--- config.mk ---
export PLATFORM = sky130hd
export DESIGN_NAME = motor_pulse_to_pixel
export DESIGN_NICKNAME = d
export VERILOG_FILES = /design/src/rtl/motor_pulse_to_pixel.sv
export SDC_FILE = /design/constraint.sdc
export NUM_CORES = 1
export LEC_CHECK = 0
export CORE_UTILIZATION = 34
export DETAILED_ROUTE_END_ITERATION = 8
export PLACE_DENSITY = 0.56
export SYNTH_ARGS = -nofsm -noshare
export SYNTH_HDL_FRONTEND = slang
export SYNTH_SLANG_ARGS = --single-unit
--- constraint.sdc ---
create_clock -name clk -period 2.88 [get_ports clk]
set_input_delay 0.576 -clock clk [delete_from_list [all_inputs] [get_ports clk]]
set_output_delay 0.576 -clock clk [all_outputs]
set_load 0.02 [all_outputs]
--- src/rtl/motor_pulse_to_pixel.sv ---
// Converts stepper X/Y pulse trains into a pen pixel position and frame-buffer writes,
// with a full-frame raster clear. States: IDLE | tracking pen, writing on moves; CLEAR | raster fill
module motor_pulse_to_pixel #(
  parameter int          PULSE_NUM_X_FACTOR = 4,
  parameter int          PULSE_NUM_Y_FACTOR = 4,
  parameter int          H_PIXELS           = 640,
  parameter int          V_PIXELS           = 480,
  parameter int          H_BITS             = 10,
  parameter int          V_BITS             = 9,
  parameter logic [7:0]  DRAW_COLOR         = 8'hFF,
  parameter logic [7:0]  TRACE_COLOR        = 8'h1C,
  parameter logic [7:0]  CLEAR_COLOR        = 8'h00
) (
  input  logic              clk,
  input  logic              reset,
  input  logic              clk_en,
  input  logic              motors_signal_x,
  input  logic              motors_dir_x,
  input  logic              motors_signal_y,
  input  logic              motors_dir_y,
  input  logic              should_draw,
  input  logic              trace_path,
  input  logic              clear_screen,
  output logic              wr_en,
  output logic [H_BITS-1:0] wr_x,
  output logic [V_BITS-1:0] wr_y,
  output logic [7:0]        byte_out,
  output logic [H_BITS-1:0] px_x,
  output logic [V_BITS-1:0] px_y,
  output logic              busy
);

  localparam int SXW = (PULSE_NUM_X_FACTOR > 1) ? $clog2(PULSE_NUM_X_FACTOR) : 1;
  localparam int SYW = (PULSE_NUM_Y_FACTOR > 1) ? $clog2(PULSE_NUM_Y_FACTOR) : 1;
  localparam logic [SXW-1:0]    SX_MAX = SXW'(PULSE_NUM_X_FACTOR - 1);
  localparam logic [SYW-1:0]    SY_MAX = SYW'(PULSE_NUM_Y_FACTOR - 1);
  localparam logic [H_BITS-1:0] X_MAX  = H_BITS'(H_PIXELS - 1);
  localparam logic [V_BITS-1:0] Y_MAX  = V_BITS'(V_PIXELS - 1);

  typedef enum logic {IDLE, CLEAR} state_t;
  state_t state, state_next;

  logic              samp_x, samp_y, edge_x, edge_y, dir_x, dir_y;
  logic [SXW-1:0]    sub_x, sub_x_next;
  logic [SYW-1:0]    sub_y, sub_y_next;
  logic [H_BITS-1:0] px_x_next, cx;
  logic [V_BITS-1:0] px_y_next, cy;
  logic              moved, clr_prev, clr_trig, clr_last;
  logic              pen_wr;
  logic [H_BITS-1:0] pen_x;
  logic [V_BITS-1:0] pen_y;
  logic [7:0]        pen_byte;

  // Edge pulses last one clock; direction is captured alongside the edge it belongs to.
  always_ff @(posedge clk or negedge reset) begin
    if (!reset) begin
      samp_x <= 1'b0; samp_y <= 1'b0;
      edge_x <= 1'b0; edge_y <= 1'b0;
      dir_x  <= 1'b0; dir_y  <= 1'b0;
    end else if (clk_en) begin
      edge_x <= motors_signal_x & ~samp_x;
      edge_y <= motors_signal_y & ~samp_y;
      samp_x <= motors_signal_x;
      samp_y <= motors_signal_y;
      dir_x  <= motors_dir_x;
      dir_y  <= motors_dir_y;
    end else begin
      edge_x <= 1'b0;
      edge_y <= 1'b0;
    end
  end

  always_comb begin
    sub_x_next = sub_x;
    px_x_next  = px_x;
    if (edge_x) begin
      if (dir_x) begin
        if (sub_x != SX_MAX) sub_x_next = sub_x + 1'b1;
        else if (px_x != X_MAX) begin
          sub_x_next = '0;
          px_x_next  = px_x + 1'b1;
        end
      end else begin
        if (sub_x != '0) sub_x_next = sub_x - 1'b1;
        else if (px_x != '0) begin
          sub_x_next = SX_MAX;
          px_x_next  = px_x - 1'b1;
        end
      end
    end
  end

  always_comb begin
    sub_y_next = sub_y;
    px_y_next  = px_y;
    if (edge_y) begin
      if (dir_y) begin
        if (sub_y != SY_MAX) sub_y_next = sub_y + 1'b1;
        else if (px_y != Y_MAX) begin
          sub_y_next = '0;
          px_y_next  = px_y + 1'b1;
        end
      end else begin
        if (sub_y != '0) sub_y_next = sub_y - 1'b1;
        else if (px_y != '0) begin
          sub_y_next = SY_MAX;
          px_y_next  = px_y - 1'b1;
        end
      end
    end
  end

  always_ff @(posedge clk or negedge reset) begin
    if (!reset) begin
      sub_x <= '0; sub_y <= '0;
      px_x  <= '0; px_y  <= '0;
      moved <= 1'b0;
    end else begin
      sub_x <= sub_x_next;
      sub_y <= sub_y_next;
      px_x  <= px_x_next;
      px_y  <= px_y_next;
      moved <= (px_x_next != px_x) || (px_y_next != px_y);
    end
  end

  assign clr_trig = (state == IDLE) && clear_screen && !clr_prev;
  assign clr_last = (cx == X_MAX) && (cy == Y_MAX);

  always_ff @(posedge clk or negedge reset) begin
    if (!reset) state <= IDLE;
    else        state <= state_next;
  end

  always_comb begin
    state_next = state;
    case (state)
      IDLE:    if (clr_trig) state_next = CLEAR;
      CLEAR:   if (clr_last) state_next = IDLE;
      default: state_next = IDLE;
    endcase
  end

  always_ff @(posedge clk or negedge reset) begin
    if (!reset) begin
      clr_prev <= 1'b0;
      cx       <= '0;
      cy       <= '0;
    end else begin
      clr_prev <= clear_screen;
      if (state == CLEAR && !clr_last) begin
        if (cx == X_MAX) begin
          cx <= '0;
          cy <= cy + 1'b1;
        end else begin
          cx <= cx + 1'b1;
        end
      end else begin
        cx <= '0;
        cy <= '0;
      end
    end
  end

  // A pen write loses to a clear that is active or starting on the same edge.
  always_ff @(posedge clk or negedge reset) begin
    if (!reset) begin
      pen_wr   <= 1'b0;
      pen_x    <= '0;
      pen_y    <= '0;
      pen_byte <= 8'h00;
    end else begin
      pen_wr <= moved && (should_draw || trace_path) && (state == IDLE) && !clr_trig;
      if (moved) begin
        pen_x    <= px_x;
        pen_y    <= px_y;
        pen_byte <= should_draw ? DRAW_COLOR : TRACE_COLOR;
      end
    end
  end

  assign busy     = (state == CLEAR);
  assign wr_en    = busy || pen_wr;
  assign wr_x     = busy ? cx : pen_x;
  assign wr_y     = busy ? cy : pen_y;
  assign byte_out = busy ? CLEAR_COLOR : pen_byte;

endmodule

Word level (Yosys, flattened, before mapping):

Index checks and enable logic that the tools add are counted.

* output and inout bits: 48
* logic and storage cells: 101
* bits of input ports: 10
* register bits: 79

* add/sub/neg operators: 10
* reduce and logical (&&, ||, !) cells: 21
* bitwise operators: 5
* equality and inequality tests: 11
* muxes and demuxes: 35

Operators with widths (number)
* 10-bit 2-to-1 mux: 9
* 9-bit 2-to-1 mux: 9
* 10-bit by 1-bit adder with 10-bit output (second input constant): 2
* 2-bit 2-to-1 mux: 10
* 9-bit by 1-bit adder with 9-bit output (second input constant): 2
* 8-bit 2-to-1 mux: 2
* 10-bit == test (second input constant): 1
* 10-bit inequality test: 1
* 10-bit inequality test (second input constant): 1
* 10-bit nonzero test: 1
* 10-bit by 1-bit subtractor with 10-bit output (second input constant): 1
* 9-bit == test (second input constant): 1
* 9-bit inequality test: 1
* 9-bit inequality test (second input constant): 1
* 9-bit nonzero test: 1
* 9-bit by 1-bit subtractor with 9-bit output (second input constant): 1
* 1-bit logical AND: 7
* 2-bit inequality test (second input constant): 3
* 3-bit by 1-bit inequality test with 1-bit output (second input constant): 2
* 3-bit AND reduction: 2
* 3-bit nonzero test: 2
* 2-bit by 1-bit adder with 2-bit output (second input constant): 2
* 1-bit 2-to-1 mux: 4
* 2-bit nonzero test: 2
* 6 further kinds: 14

Logic depth before layout (Yosys ltp):

Gate-level depths: netlist (run 1).

* word-level depth: 7
* gate-level depth with buffers: 8
* mapped depth without buffers: 7

Worst setup path after synthesis (run 1):

OpenSTA, ideal clock, no wires.

* kind: reg2reg
* start: reg px_x[0]
* end: reg px_x[6]
* data arrival time: 1945 ps
* library setup time: 123 ps
* slack: 813 ps
* required time: 2757 ps
* buffers on the path: 1
* clock period less this slack: 2067 ps
* stages on the path, launching flop included: 8
* path through: dfrtp_1 > clkbuf_1 > inv_1 > ha_1 > and4_1 > nor4_1 > mux2_2 > o221a_2

* cells in the longest elaborated chain, start to end: 5
* elaborated cells between the ends (all ways): 10
* classes of those cells: 2 x add/sub; 1 x eq/ne; 6 x mux; 1 x reduce/logical

Ends and longest elaborated chain
* start: declaration: RTL line 28 `output logic [H_BITS-1:0] px_x,`
* start signal: assignment: RTL line 121 `px_x <= px_x_next;`
* 10-bit by 1-bit subtractor with 10-bit output (tied with other cells): RTL line 87 `px_x_next = px_x - 1'b1;`
* 10-bit 2-to-1 mux, on equally long branches: RTL line 85, 79
* 10-bit 2-to-1 mux, on equally long branches: RTL line 84, 78
* 10-bit 2-to-1 mux (*): RTL line 77 `if (dir_x) begin`
* 10-bit 2-to-1 mux (*): RTL line 76 `if (edge_x) begin`
* named net px_x_next[6]: RTL line 46 `logic [H_BITS-1:0] px_x_next, cx;`

Mark *: on every way through the listed nets, which the timed path passes. The rest lies on a longest branch.
A chain may end at the register's enable or synchronous reset.

Worst setup path in the final report (run 1):

* start: reg state, in the netlist busy
* end: out wr_x[4]

* cells in the longest elaborated chain, start to end: 1

Ends and longest elaborated chain
* start: declaration: RTL line 41 `state_t state, state_next;`
* start signal: assignment: RTL line 132 `else state <= state_next;`
* 10-bit 2-to-1 mux: RTL line 184 `assign wr_x = busy ? cx : pen_x;`
* end: declaration: RTL line 25 `output logic [H_BITS-1:0] wr_x,`

Every way passes these cells.

==> out/results.tsv, run 1 <==
metric	value	unit
number of global-route vias before repair	3161	
post-synthesis cell type count	56	
Total Neg Setup Slack	0	ns
share of the synthesized area in the top cell type	0.4453	
WP data required	2.30	ns
Critical Path Start Type	flop	
Crit Path Category	reg -> out	
final WL	9.433	mm
IO Count	58	
Syn Area/Cell	10.11	µm²
final hold vios	0	
Final WS setup	0.4499	ns
Antenna diodes	0	
# hold bufs at CTS	0	
die area	0.01251	mm²
Initial Utilization	0.3548	
Mapped Cells	406	
crit path buf inv count	2	
CP max stage delay	0.54	ns
Pwr Total	4077	µW
Tcrit/Tclk final	0.8438	
Fillers	1087	
Max Cap Viol	0	
Leak	0.002184	µW
Critical Path Slowest Stage Cell	clkdlybuf4s50_1	
Site Rows	39	
Root Buffer	clkbuf_16	
Post-DP Area	0.004773	mm²
slew margin rel.	0.3667	
sequential share of the synthesized area	0.4453	
worst path cell trace	buf_4, mux2_2, clkdlybuf4s50_1	
Yosys warning count	0	
CTS Buffer Depth	2	
VDD IR max	312.1	µV
H-tree levels	3	
failing checks	design-rule violations	
CP arrival	1.85	ns
first-pass GRT wire length	16.08	mm
status	complete, but fails checks	
Slew @ Worst Pin	0.9500	ns
CTS Sinks	73	
total CTS buffers	9	
DRT Pass-1 Iters	6	
CTS tree	done	
RSZ-0062 raised after global routing	no	
reg2reg start	cx[7]	
Setup Skew	0.003875	ns
total track usage	0.1626	
Max FO, Critical Path	20	
Post-synth EDFFs	0	
initial antenna violation count	0	
HP Class	in -> async	
Seq cells post-synth	73	
ANT nets after route	0	
final setup violation count	0	
Tmin final	2.430	ns
Cell Pwr Density	794.9	mW/mm²
Finished Cell Area	0.005129	mm²
DPL Wire Length	6.659	mm
synthesized area	0.004103	mm²
nets	473	
DR iter-0 viols	269	
Skew-Pair Late Insertion Delay	0.33	ns
layout cell share with drive strength beyond 1	0.1597	
buffers added on ports	57	
PostCTS Resize Cnt	0	
Most used DFF post-synth	dfrtp_1	
Layout area overhead	25.01	%
post-CTS setup buffers	0	
CP endpoint kind	primary output	
GR Overflow Total	0	
Hold WS	0.2580	ns
Top delay family on crit path	buffers and inverters	
setup slack, reg-to-reg	0.68	ns
Fmax	411.5	MHz
leading area contributor after synthesis	dfrtp_1	
die width	111.9	µm
ys async rst share	1.000	
worst reg2reg endpoint	busy	
routability cong.	0.8813	
Area contributors post-synth	dfrtp_1, mux2_2, ha_1, nor2_1, xor2_1	
DR DRC count	4	
routed vias	3215	
vias per inst	5.358	
core footprint	0.01156	mm²
Worst-path clk slew	0.06	ns
syn_nets	427	
wire per inst	15.72	µm
R2R cell count	4	
largest net degree at the start of global routing	50	
Die Height	111.9	µm
number of max-slew violations in the final report	0	
Place WS	0.6762	ns
## final cells by class
| class | instances | area, µm² | share of cell area |
|---|---|---|---|
| Multi-Input combinational cell | 288 | 2085 | 0.4064 |
| Sequential cell | 73 | 1827 | 0.3562 |
| Timing Repair Buffer | 62 | 615.6 | 0.1200 |
| Clock buffer | 12 | 256.5 | 0.05001 |
| Tap cell | 143 | 178.9 | 0.03489 |
| Clock inverter | 4 | 98.84 | 0.01927 |
| Inverter | 18 | 67.56 | 0.01317 |
## stage by stage
step	util	cells
global placement	0.4127	584
floorplan	-	406
global route	0.4435	600
CTS	0.4435	600
finish	0.4435	600
detailed placement	0.4127	584
## worst reg2reg max path: stages, from the launching register on
cell     delay (ns)
dfrtp_1        0.43
or3b_4         0.43
or4_4          0.47
o41ai_4        0.54
o21ai_0        0.17
## cells by family after synthesis
kind of cell | after synthesis | synth area share
xor+xnor | 27 | 0.05764
simple gates | 150 | 0.2004
compound gates | 53 | 0.08936
mux | 47 | 0.1272
flops | 73 | 0.4453
buf+inv | 45 | 0.04666
fa+ha+maj | 11 | 0.03355
## routing by layer
layer  wire length, µm  up-vias  part of all wire  track usage
met4               241        0             0.026      0.09009
met2              4257       76              0.45       0.2476
met5                 0        -                 0            0
met3               438       18             0.046      0.03157
li1                  -     1551                 -            -
met1              4495     1570              0.48       0.2173
## layout by cell type (no fill, tap or decap), types with 6 or more instances in the layout
cell type        count
nand2_1             30
clkbuf_16            9
nor2_1              34
ha_1                11
nor3_1               7
mux2i_1              6
a21oi_1             11
xnor2_1             13
dfrtp_1             73
nand4_1             16
inv_1               18
mux2_2              41
xor2_1              14
nor4_1               6
clkdlybuf4s50_1     56
nand3_1             13
o21ai_0             14
## synth_stat cells (all sizes together) (7+ instances only)
cell type,instances
a21oi,11
and3,7
buf,10
clkbuf,17
dfrtp,73
ha,11
inv,18
mux2,41
nand2,30
nand3,13
nand4,16
nor2,34
nor3,7
nor4,8
o21ai,15
xnor2,13
xor2,14
## sequential cells by signal, summed over array words and instances (netlist names)
name and cells:
cx 10, pen_x 10, px_x 10, cy 9, pen_y 9, px_y 9, pen_byte 2, sub_x 2
sub_y 2, busy 1, clr_prev 1, dir_x 1, dir_y 1, edge_x 1, edge_y 1, moved 1
pen_wr 1, samp_x 1, samp_y 1
## worst max-delay path by stage
stage | startpoint | end | slack [ns] | cells after the start
finish | busy | wr_x[4] | 0.45 | 3
global route | busy | byte_out[0] | 0.32 | 3
CTS | busy | wr_x[4] | 0.42 | 3
detailed placement | cx[7] | busy | 0.68 | 4
global placement | cx[7] | busy | 0.73 | 4
floorplan | px_x[0] | px_x[6] | 0.81 | 7
## report_power, final
group	total [µW]	switching, µW	internal (µW)
Combinational	1120	562	557
Clock	1330	433	895
Sequential	1630	367	1260
(Power assumes the default switching activity.)
==> inputs of run 2 (changes only) <==
--- a/config.mk
+++ b/config.mk
@@ -7,7 +7,7 @@
 export LEC_CHECK = 0
 export CORE_UTILIZATION = 34
 export DETAILED_ROUTE_END_ITERATION = 8
-export PLACE_DENSITY = 0.56
+export PLACE_DENSITY = 0.58
 export SYNTH_ARGS = -nofsm -noshare
 export SYNTH_HDL_FRONTEND = slang
 export SYNTH_SLANG_ARGS = --single-unit
==> constraint.sdc (replaced) <==
create_clock -name clk -period 2 [get_ports clk]
set_input_delay 0.4 -clock clk [delete_from_list [all_inputs] [get_ports clk]]
set_output_delay 0.4 -clock clk [all_outputs]
set_load 0.02 [all_outputs]
==> run 2 against run 1 <==
  * The flow still finishes with violations (design-rule violations)
  * Hold slack worse by 0.19 ns
  * Final cell count up 7.2%
  * Via count up 3.9%
  * Sequential power up 37%
  * Count of clock-buffer cells in the layout down 2
  * Routed wire length up 6.4%
  * Die area unchanged
  * Sequential share of layout area down 2.0 points
  * Global-route usage up 0.35 points
  * Critical path type is now reg -> reg
  * Largest power group unchanged
==> out/results.tsv, run 2 (synthesized netlist as in run 1, its figures left out) <==
metric	value	unit	change
status	complete, but fails checks		
failing checks	design-rule violations		
HP Class	in -> async		
Crit Path Category	reg -> reg		
routed vias	3340		+3.9%
CP max stage delay	0.46	ns	-0.08 ns
slew margin rel.	0.3438		-0.02294
Leak	0.002494	µW	+14%
Worst path depth	5		+2
worst path cell trace	or3b_4, or4_4, o41ai_4, buf_4, nor2_1		
Site Rows	39		unchanged
final setup violation count	0		unchanged
Max Cap Viol	0		unchanged
RSZ-0062 raised after global routing	yes		
total track usage	0.1661		+0.003493
R2R cell count	5		+1
CTS tree	done		
Critical Path Slowest Stage Cell	or4_4		
Top delay family on crit path	simple AND/OR/NAND/NOR gates		
CTS Sinks	73		unchanged
Pwr Total	6141	µW	+51%
H-tree levels	3		unchanged
wire per inst	15.62	µm	-0.67%
CP endpoint kind	flop		
DRT Pass-1 Iters	6		unchanged
crit path buf inv count	1		-1
Die Height	111.9	µm	unchanged
setup slack, reg-to-reg	0.002	ns	-0.68 ns
Skew-Pair Late Insertion Delay	0.34	ns	about the same
layout cell share with drive strength beyond 1	0.2880		+0.1283
register area	0.001829	mm²	+0.14%
CTS Buffer Depth	2		unchanged
Antenna diodes	0		unchanged
initial antenna violation count	0		unchanged
GR Overflow Total	0		unchanged
number of global-route vias before repair	3229		+2.2%
Fmax	500.4	MHz	
Tcrit/Tclk final	0.9991		
Cell Pwr Density	1127	mW/mm²	+42%
Max FO, Critical Path	6		-70%
IO Count	58		unchanged
core footprint	0.01156	mm²	unchanged
nets	516		+9.1%
Tmin final	1.998	ns	
CP arrival	2.23	ns	+0.38 ns
die width	111.9	µm	unchanged
total CTS buffers	9		unchanged
DR iter-0 viols	163		-39%
Setup Skew	0.008211	ns	+0.004336 ns
Slew @ Worst Pin	0.9844	ns	+0.03441 ns
final WL	10.04	mm	+6.4%
commonest non-fill, non-tap cell in the layout	dfrtp_1		
VDD IR max	543.1	µV	+74%
commonest non-fill, non-tap cells in the layout	dfrtp_1, buf_4, mux2_2		
DR DRC count	6		+2
final hold vios	0		unchanged
Root Buffer	clkbuf_16		
WP data required	2.23	ns	-0.07 ns
ANT nets after route	0		unchanged
buffers added on ports	57		unchanged
multi-input gate area in the final layout	0.002108	mm²	+1.1%
Critical Path Start Type	flop		
largest net degree at the start of global routing	74		+48%
# hold bufs at CTS	0		unchanged
Initial Utilization	0.3548		unchanged
Total Neg Setup Slack	0	ns	unchanged
top flop regs	cx: 10 flops, pen_x: 10 flops, px_x: 10 flops		
number of max-slew violations in the final report	0		unchanged
routability cong.	0.8734		-0.90%
Worst-path clk slew	0.06	ns	about the same
DPL Wire Length	6.907	mm	+3.7%
die area	0.01251	mm²	unchanged
first-pass GRT wire length	16.39	mm	+2.0%
vias per inst	5.194		-3.1%
Fillers	1086		-0.092%
Layout area overhead	32.78	%	
[run 2: changes by cell type in the layout (fill, tap and decap cells not counted), moves of 2 or more]
cell	change
buf_12	+3
buf_4	+39
clkbuf_2	+15
clkdlybuf4s15_2	+3
clkdlybuf4s50_1	-31
dfrtp_1	-2
dfrtp_2	+2
dlygate4sd2_1	+10
dlymetal6s2s_1	+2
nor2_1	-2
nor2_2	+2
[run 2: report_power, final]
part / leakage [µW] / internal, µW / switching (µW)
Combinational: 0.00140 / 1000 / 985
Clock: 0.000169 / 1260 / 655
Sequential: 0.000926 / 1820 / 416
[run 2: path summary, 6_finish.rpt]
kind                       endpoint  startpoint
max                           cy[2]       cx[7]
min                         px_y[6]       reset
max reg2reg                   cy[2]       cx[7]
min reg2reg                  edge_y      samp_y
max in group asynchronous   px_x[3]       reset
min in group clk             edge_y      samp_y
[run 2: metal layers]
layer	GRT usage	wire (µm)	vias to the layer above
li1	-	-	1638
met1	0.2279	4783	1618
met2	0.2501	4632	72
met3	0.04409	466	12
met4	0.06306	158	0
met5	0	0	-
[run 2: final cells by class]
| cell class | instances | share of cell area |
|---|---|---|
| tap | 143 | 0.03284 |
| sequential | 73 | 0.3358 |
| clock buffer | 10 | 0.04387 |
| timing repair buffer | 105 | 0.1670 |
| multi-input combinational | 288 | 0.3870 |
| inverter | 18 | 0.01240 |
| clock inverter | 6 | 0.02113 |
[run 2: stage by stage]
stage          std cells  cell area (µm²)    util  setup slack [ns]  hold slack [ns]
3_3_place_gp         620             5060  0.4375           0.03444           0.4106
5_1_grt              643             5448  0.4711          -0.07253           0.1150
2_1_floorplan        406             4108       -         -0.005501           0.1044
3_5_place_dp         620             5060  0.4375         -0.001744           0.4161
4_1_cts              637             5413  0.4680         -0.005736           0.1006
6_report             643             5448  0.4711          0.001740          0.07152
[run 2: repair_timing]
item                                    in CTS  in global routing
resized for setup                           51                 27
cloned                                       0                  1
endpoints found under the setup margin      35                 40
setup buffers                                1                  5
pin swaps                                    0                  2
